--- src/rtl/divider_err_monitor.sv ---
// Error monitor for the 16/8 approximate dividers: exact restoring re-division plus windowed
// squared-error statistics. Define DIVIDER_ERR_MONITOR_REM_ERR_EN to also accumulate remainder error.
`timescale 1ns/1ps

module divider_err_monitor #(
  parameter int unsigned WINDOW_LOG2 = 8
) (
  input  logic                   clk,
  input  logic                   rst_n,
  input  logic                   start,
  input  logic                   in_valid,
  output logic                   in_ready,
  input  logic [15:0]            n,
  input  logic [7:0]             d,
  input  logic [7:0]             q_apx,
  input  logic [7:0]             r_apx,
  output logic                   done,
  output logic [15:0]            mse,
  output logic [7:0]             max_abs_err,
  output logic [WINDOW_LOG2:0]   mismatch_cnt,
  output logic [15:0]            skip_cnt,
  output logic [15:0]            rmse
);

  localparam int unsigned ACC_W = 16 + WINDOW_LOG2;
  localparam int unsigned CNT_W = WINDOW_LOG2 + 1;
  localparam logic [CNT_W-1:0] LAST_SAMPLE = CNT_W'((1 << WINDOW_LOG2) - 1);

  typedef enum logic [2:0] {IDLE, COLLECT, DIV, ACC, DONE} state_t;

  state_t             state_q, state_d;
  logic               clear, accept, reject, div_step, acc_step;
  logic               hs, bad_sample;
  logic [7:0]         rem_q, n_lo_q, d_q, qa_q, quo_q;
  logic [2:0]         bit_cnt_q;
  logic [CNT_W-1:0]   sample_cnt_q;
  logic [ACC_W-1:0]   acc_q, acc_sum;
  logic [8:0]         part, diff;
  logic               ge;
  logic [7:0]         q_err;
  logic [15:0]        q_sq;

  // |a - b| with the difference formed as a 9-bit signed value
  function automatic logic [7:0] abs_diff(input logic [7:0] a, input logic [7:0] b);
    logic [8:0] e;
    e = {1'b0, a} - {1'b0, b};
    return e[8] ? 8'(9'd0 - e) : e[7:0];
  endfunction

  assign hs         = in_valid & in_ready;
  assign bad_sample = (d == 8'd0) || (n[15:8] >= d);

  // One restoring step: shift in the next dividend bit and trial-subtract the divisor
  assign part = {rem_q, n_lo_q[7]};
  assign ge   = part >= {1'b0, d_q};
  assign diff = part - {1'b0, d_q};

  assign q_err   = abs_diff(qa_q, quo_q);
  assign q_sq    = 16'(q_err) * 16'(q_err);
  assign acc_sum = acc_q + ACC_W'(q_sq);

  always_ff @(posedge clk or negedge rst_n) begin
    if (!rst_n) state_q <= IDLE;
    else        state_q <= state_d;
  end

  always_comb begin
    state_d  = state_q;
    clear    = 1'b0;
    accept   = 1'b0;
    reject   = 1'b0;
    div_step = 1'b0;
    acc_step = 1'b0;
    if (start) begin
      clear   = 1'b1;
      state_d = COLLECT;
    end else begin
      case (state_q)
        IDLE: ;
        COLLECT: begin
          if (hs) begin
            if (bad_sample) begin
              reject = 1'b1;
            end else begin
              accept  = 1'b1;
              state_d = DIV;
            end
          end
        end
        DIV: begin
          div_step = 1'b1;
          if (bit_cnt_q == 3'd7) state_d = ACC;
        end
        ACC: begin
          acc_step = 1'b1;
          state_d  = (sample_cnt_q == LAST_SAMPLE) ? DONE : COLLECT;
        end
        DONE: ;
        default: state_d = IDLE;
      endcase
    end
  end

`ifdef DIVIDER_ERR_MONITOR_REM_ERR_EN
  logic [7:0]       ra_q, r_err;
  logic [15:0]      r_sq;
  logic [ACC_W-1:0] racc_q, racc_sum;

  assign r_err    = abs_diff(ra_q, rem_q);
  assign r_sq     = 16'(r_err) * 16'(r_err);
  assign racc_sum = racc_q + ACC_W'(r_sq);

  // Remainder error accumulator; rem_q holds r_exact once DIV has finished
  always_ff @(posedge clk or negedge rst_n) begin
    if (!rst_n) begin
      ra_q   <= '0;
      racc_q <= '0;
      rmse   <= '0;
    end else if (clear) begin
      racc_q <= '0;
      rmse   <= '0;
    end else if (accept) begin
      ra_q <= r_apx;
    end else if (acc_step) begin
      racc_q <= racc_sum;
      rmse   <= racc_sum[ACC_W-1:WINDOW_LOG2];
    end
  end
`else
  logic unused_r_apx;
  assign unused_r_apx = ^r_apx;
  assign rmse         = '0;
`endif

  // Datapath, statistics and registered outputs
  always_ff @(posedge clk or negedge rst_n) begin
    if (!rst_n) begin
      in_ready     <= 1'b0;
      done         <= 1'b0;
      rem_q        <= '0;
      n_lo_q       <= '0;
      d_q          <= '0;
      qa_q         <= '0;
      quo_q        <= '0;
      bit_cnt_q    <= '0;
      sample_cnt_q <= '0;
      acc_q        <= '0;
      mse          <= '0;
      max_abs_err  <= '0;
      mismatch_cnt <= '0;
      skip_cnt     <= '0;
    end else begin
      in_ready <= (state_d == COLLECT);
      done     <= (state_d == DONE);
      if (clear) begin
        bit_cnt_q    <= '0;
        sample_cnt_q <= '0;
        acc_q        <= '0;
        mse          <= '0;
        max_abs_err  <= '0;
        mismatch_cnt <= '0;
        skip_cnt     <= '0;
      end else if (accept) begin
        rem_q     <= n[15:8];
        n_lo_q    <= n[7:0];
        d_q       <= d;
        qa_q      <= q_apx;
        quo_q     <= '0;
        bit_cnt_q <= '0;
      end else if (reject) begin
        if (skip_cnt != 16'hFFFF) skip_cnt <= skip_cnt + 16'd1;
      end else if (div_step) begin
        rem_q     <= ge ? diff[7:0] : part[7:0];
        quo_q     <= {quo_q[6:0], ge};
        n_lo_q    <= {n_lo_q[6:0], 1'b0};
        bit_cnt_q <= bit_cnt_q + 3'd1;
      end else if (acc_step) begin
        acc_q        <= acc_sum;
        mse          <= acc_sum[ACC_W-1:WINDOW_LOG2];
        sample_cnt_q <= sample_cnt_q + CNT_W'(1);
        if (q_err > max_abs_err) max_abs_err <= q_err;
        if (q_err != 8'd0)       mismatch_cnt <= mismatch_cnt + CNT_W'(1);
      end
    end
  end

endmodule

--- config.mk ---
export PLATFORM = sky130hd
export DESIGN_NAME = divider_err_monitor
export DESIGN_NICKNAME = d
export VERILOG_FILES = /design/src/rtl/divider_err_monitor.sv
export SDC_FILE = /design/constraint.sdc
export NUM_CORES = 1
export LEC_CHECK = 0
export ABC_AREA = 1
export BUFFER_PORTS_ARGS = -buffer_cell sky130_fd_sc_hd__buf_2
export CORE_MARGIN = 2
export CORE_UTILIZATION = 54
export DETAILED_ROUTE_END_ITERATION = 16
export PLACE_DENSITY = 0.78
export SLEW_MARGIN = 5
export SYNTH_ARGS = -nofsm -noshare
export SYNTH_HDL_FRONTEND = slang
export SYNTH_SLANG_ARGS = --single-unit
--- constraint.sdc ---
create_clock -name clk -period 6.1 [get_ports clk]
set_input_delay 0.915 -clock clk [delete_from_list [all_inputs] [get_ports clk]]
set_output_delay 0.915 -clock clk [all_outputs]
set_load 0.02 [all_outputs]
== Word-level counts from Yosys, hierarchy flattened ==
Index checks and enable logic that the tools add are counted.
W data, S select, Z words.
Operators by class
  $add $sub $neg: 8
  multiply operators: 1
  $lt $le $gt $ge: 3
  equal/unequal tests: 14
  muxes and demuxes: 65
  bitwise logic cells: 2
  reductions and logical operators: 19
Operators with widths (count)
  $mux W16: 9
  $mux W8: 17
  $mux W24: 5
  $mux W9: 11
  $mux W3: 9
  $add A24 B16 Y24: 1
  $add A9 B1 Y9 const B: 2
  $add A16 B1 Y16 const B: 1
  $mul A8 B8 Y16: 1
  $ne A16 B16 Y1 const B: 1
  $mux W1: 13
  $pmux W3 S4: 1
  $reduce_bool A2 Y1: 6
  $reduce_and A5 Y1: 2
  $eq A3 B3 Y1 const B: 3
  $eq A9 B8 Y1 const B: 1
  $ge A9 B8 Y1: 1
  $sub A8 B8 Y9: 1
  $ge A8 B8 Y1: 1
  $gt A8 B8 Y1: 1
  $logic_not A8 Y1: 1
  $ne A2 B2 Y1 const B: 4
  $reduce_bool A8 Y1: 1
  $sub A1 B8 Y8 const A: 1
  other kinds (14): 18
Storage, ports and cells
  bits in registers: 130
  bits of input ports: 44

== Logic depth before layout (Yosys ltp) ==
  word-level depth: 10
  gate-level depth with buffers: 35
  mapped depth without buffers: 35

== Worst setup path after synthesis ==
Ideal clock, no wire load.
  path type: reg-to-reg
  start point: register quo_q[0]
  end point: register mse[14]
  library setup time: 0.132 ns
  data arrival time: 5.846 ns
  required time: 5.968 ns
  slack: 0.123 ns
  cell stages (with the launch flop): 35
  buffers on the path: 0
  clock period less this slack: 5.977 ns
  cell sequence: dfrtp_1 -> ha_1 -> inv_1 -> fa_1 -> inv_1 -> ha_1 -> inv_1 -> nor2_1 -> nand2_1 -> nor2_1 -> nand2_1 -> nand2_1 -> nand2_1 -> nand2_2 -> inv_1 -> nor2_1 -> inv_1 -> fa_1 -> fa_1 -> inv_1 -> fa_1 -> inv_1 -> fa_1 -> inv_1 -> ha_1 -> a21oi_1 -> o21ai_0 -> a21boi_0 -> o21ai_0 -> nand2_1 -> nand2_1 -> nand3_1 -> nand2_1 -> nand2_1 -> nor2_1
On the way
  word-level cells in the longest chain between the ends: 10
RTL lines
  start, declared: line 34  | logic [7:0] rem_q, n_lo_q, d_q, qa_q, quo_q;
  start signal, assigned: line 174  | quo_q <= {quo_q[6:0], ge};
  $sub A8 B8 Y9 *: line 46  | e = {1'b0, a} - {1'b0, b};
  $sub A1 B8 Y8: line 47  | return e[8] ? 8'(9'd0 - e) : e[7:0];
  $mux W8 *: line 47
  $mul A8 B8 Y16 *: line 59  | assign q_sq = 16'(q_err) * 16'(q_err);
  $add A24 B16 Y24 *: line 60  | assign acc_sum = acc_q + ACC_W'(q_sq);
  $mux W16 *: line 177  | end else if (acc_step) begin
  $mux W16 *: line 172  | end else if (div_step) begin
  $mux W16 *: line 170  | end else if (reject) begin
  $mux W16 *: line 163  | end else if (accept) begin
  $mux W16 *: line 155  | if (clear) begin
  end signal, assigned: line 179  | mse <= acc_sum[ACC_W-1:WINDOW_LOG2];
  end, declared: line 18  | output logic [15:0] mse,
Mark *: on every way between the ends. The rest lies on a longest branch, timed or not. The select of a mux whose other input is x is not followed.
A chain may end at the register's enable or synchronous reset.

== Worst setup path after layout ==
  start point: register qa_q[0]
  end point: register mse[15]
On the way
  word-level cells in the longest chain between the ends: 10
RTL lines
  start, declared: line 34
  start signal, assigned: line 167  | qa_q <= q_apx;
  $sub A8 B8 Y9 *: line 46
  $sub A1 B8 Y8: line 47
  $mux W8 *: line 47
  $mul A8 B8 Y16 *: line 59
  $add A24 B16 Y24 *: line 60
  $mux W16 *: line 177
  $mux W16 *: line 172
  $mux W16 *: line 170
  $mux W16 *: line 163
  $mux W16 *: line 155
Marked as above.

==> key figures <==
Detailed routing
  • Final WL: 21500 um
  • DR pass1 iterations: 6
  • Post-route DRC: 0
  • Vias per cell: 5.23
  • 1st-iter DRT viols: 577
  • Routed len/inst: 14.0 um
  • Detail Route Antenna Nets: 0
  • Vias: 8017

GRT
  • Pin count of the biggest net entering global routing: 61
  • Antenna violations before repair: 0
  • First-pass GRT wire length: 35700 um
  • Vias in the first global route: 7772
  • Total GRT Usage: 24.5%
  • GR Overflow Total: 0

STA
  • Max frequency: 0.170 GHz
  • Final Hold Fails: 0
  • Final setup vio count: 0
  • Worst-margin pin slew: 1120 ps
  • Crit share post-route: 96.7%
  • Max-slew violations: 0
  • Slew headroom: 24.7%
  • Final min period: 5900 ps
  • Setup Skew: 9.78 ps

Synthesis
  • Register bit count reported by yosys: 114
  • Distinct cells, synth: 47
  • Yosys warnings: 0
  • Synth async-reset ratio: 100%
  • Synthesized area: 0.00911 sq mm
  • Seq/Total Area, Yosys: 31.3%
  • Main flop type after synthesis: dfrtp_1
  • Synth Instances: 1177
  • EDFF count, synth: 0
  • Syn_area_per_cell: 7.74 sq um

Floorplanning
  • FP Rows: 47
  • Initial core utilization: 55.2%
  • Die Y: 134 um
  • Core area: 0.0165 sq mm
  • Die outline width: 134 um
  • I/O pin total: 111
  • Die area: 0.0179 sq mm

Clock network
  • CTS buffer count: 17
  • Max Root-Sink Buffers: 2
  • CTS tree: built
  • CTS Hold Bufs: 0
  • Clk sinks: 114
  • Root Buffer: clkbuf_16
  • Clk Latency, worst-skew pair: 420 ps
  • # H-tree levels: 4
  • CTS clk-pin slew, worst paths: 50 ps

Finish
  • Number of diodes: 0
  • P&R area growth vs syn: 18.1%
  • # fillers: 1357
  • Final net count: 1465
  • Share of layout cells above drive strength 1: 20.2%
  • Post-layout util: 65.2%

Critical path
  • Crit path kind: flip-flop to flip-flop
  • CP max stage cell: fa_2
  • Family with the most delay on the worst path: adder cells
  • Crit-path max cell delay: 550 ps
  • CP Max Fanout: 4
  • Bufs and invs on worst path: 11
  • Worst r2r path cells: 34
  • CP arrival: 6160 ps
  • Worst setup SP type: flip-flop
  • Crit path depth: 34
  • Kind of end point of the critical path: flip-flop
  • Critical path required time: 6370 ps

Placement
  • HPWL Detailed: 15300 um
  • # port buffers: 86
  • RePlAce Congestion: 0.873

Min path
  • Worst min path class: flip-flop to flip-flop
  • Hold Path Depth: 2

Outcome
  • Run status: finished, final reports clean

Run
  • Maxcap violations: 0
## final timing paths
kind | from | end | slack [ps]
max | qa_q[0] | mse[15] | 200
min | d_q[3] | d_q[3] | 490
max reg2reg | qa_q[0] | mse[15] | 200
min reg2reg | d_q[3] | d_q[3] | 490
max in group asynchronous | rst_n | quo_q[1] | 4280
min in group asynchronous | rst_n | mse[8] | 560
## layout make-up
cell class	count	area (sq um)	share of cell area, %
inverters	200	756	7.02
flip-flops and latches	114	2850	26.5
clock buffers	20	457	4.24
well taps	220	275	2.56
clock inverters	12	85.1	0.790
multi-input cells	822	5450	50.6
repair buffers	146	895	8.31
## Yosys cell counts (2+ instances only)
cell      instances  area, sq um
or2_2             6         37.5
o21bai_1          4         30.0
fa_1             39          781
clkinv_1          3         11.3
nand2_2           9         56.3
xnor2_1           9         78.8
o31ai_1          10         75.1
nor3_1           17         85.1
inv_2             5         18.8
o21a_1            5         37.5
buf_4            32          240
dfrtp_1         114         2850
a21oi_1          47          235
a22o_1            3         26.3
a31oi_1           2         12.5
a32o_1            4         40.0
nand4_1          15         93.8
nand2_1         266          998
buf_2             5         25.0
xor2_1           22          193
o21ai_0          81          405
nor3b_1           3         22.5
a21boi_0          2         15.0
inv_1           192          721
nand3_1          58          290
nand2_4           3         33.8
nor2_1           79          297
o22ai_1           2         12.5
o211ai_1          9         67.6
a211oi_1          3         22.5
o21ai_1           2         10.0
a21o_1            3         22.5
ha_1             81         1010
nor4_1            6         37.5
nor2_2            4         25.0
clkbuf_1         19         71.3
nand3b_1          3         22.5
## state kept, by name, summed over array words and instances (netlist names), 3 cells and up
register      count
acc_q             8
bit_cnt_q         3
d_q               8
max_abs_err       8
mismatch_cnt      9
mse              16
n_lo_q            8
qa_q              8
quo_q             8
rem_q             8
sample_cnt_q      9
skip_cnt         16
state_q           3
## worst reg2reg max path: cells and delay by family (launching register included)
kind	cells	cell delay (ps)
fa+ha+maj	8	3170
simple gates	12	930
buf+inv	11	850
flops	1	370
compound gates	2	250
xor+xnor	1	190
## repair_timing
item / 4_1_cts / 5_1_grt
setup endpoints to repair: 9 / 15
pin swaps: 7 / 38
setup buffers: 3 / 10
gates resized for setup: 15 / 62
## cell usage in the layout, fill, tap and decap left out, types with 17 or more instances in the layout
cell type / synthesis / routed
ha_1: 81 / 74
dfrtp_1: 114 / 114
a21oi_1: 47 / 44
nand2_1: 266 / 258
o21ai_0: 81 / 75
nor3_1: 17 / 17
buf_4: 32 / 58
clkbuf_16: 0 / 17
nor2_1: 79 / 67
nand3_1: 58 / 55
fa_1: 39 / 37
buf_2: 5 / 85
xor2_1: 22 / 22
inv_1: 192 / 181
## cells by family (layout without fill, tap and decap cells)
kind of cell | Yosys count | count (layout) | share of synthesized area [%]
compound gates | 182 | 182 | 11.7
xor+xnor | 32 | 32 | 3.16
fa+ha+maj | 120 | 120 | 19.7
buf+inv | 256 | 378 | 11.9
flops | 114 | 114 | 31.3
other cells | 1 | 16 | 0.0411
simple gates | 472 | 472 | 22.2
## per-stage QoR
step | hold slack [ps] | setup slack, ps | std cells | TNS, ps | instance area (sq um)
global placement | 466 | -37.8 | 1489 | -49.0 | 9890
global route | 516 | -90.2 | 1534 | -229 | 10800
detailed placement | 473 | -142 | 1489 | -499 | 9890
CTS | 487 | 3.59 | 1524 | 0 | 10500
finish | 494 | 203 | 1534 | 0 | 10800
floorplan | 447 | 123 | 1192 | 0 | 9170
## layer usage
metal | GRT usage, % | up-vias | part of all wire, % | routed length [um]
li1 | - | 3981 | - | -
met1 | 32.1 | 3774 | 44 | 9380
met2 | 41.5 | 225 | 49 | 10600
met3 | 4.76 | 37 | 5.3 | 1150
met4 | 6.62 | 0 | 1.9 | 404
met5 | 0 | - | 0 | 0
Power is left out: the tool's default activity adds up to more than one toggle a clock period on the data nets, which glitch-free logic cannot reach.
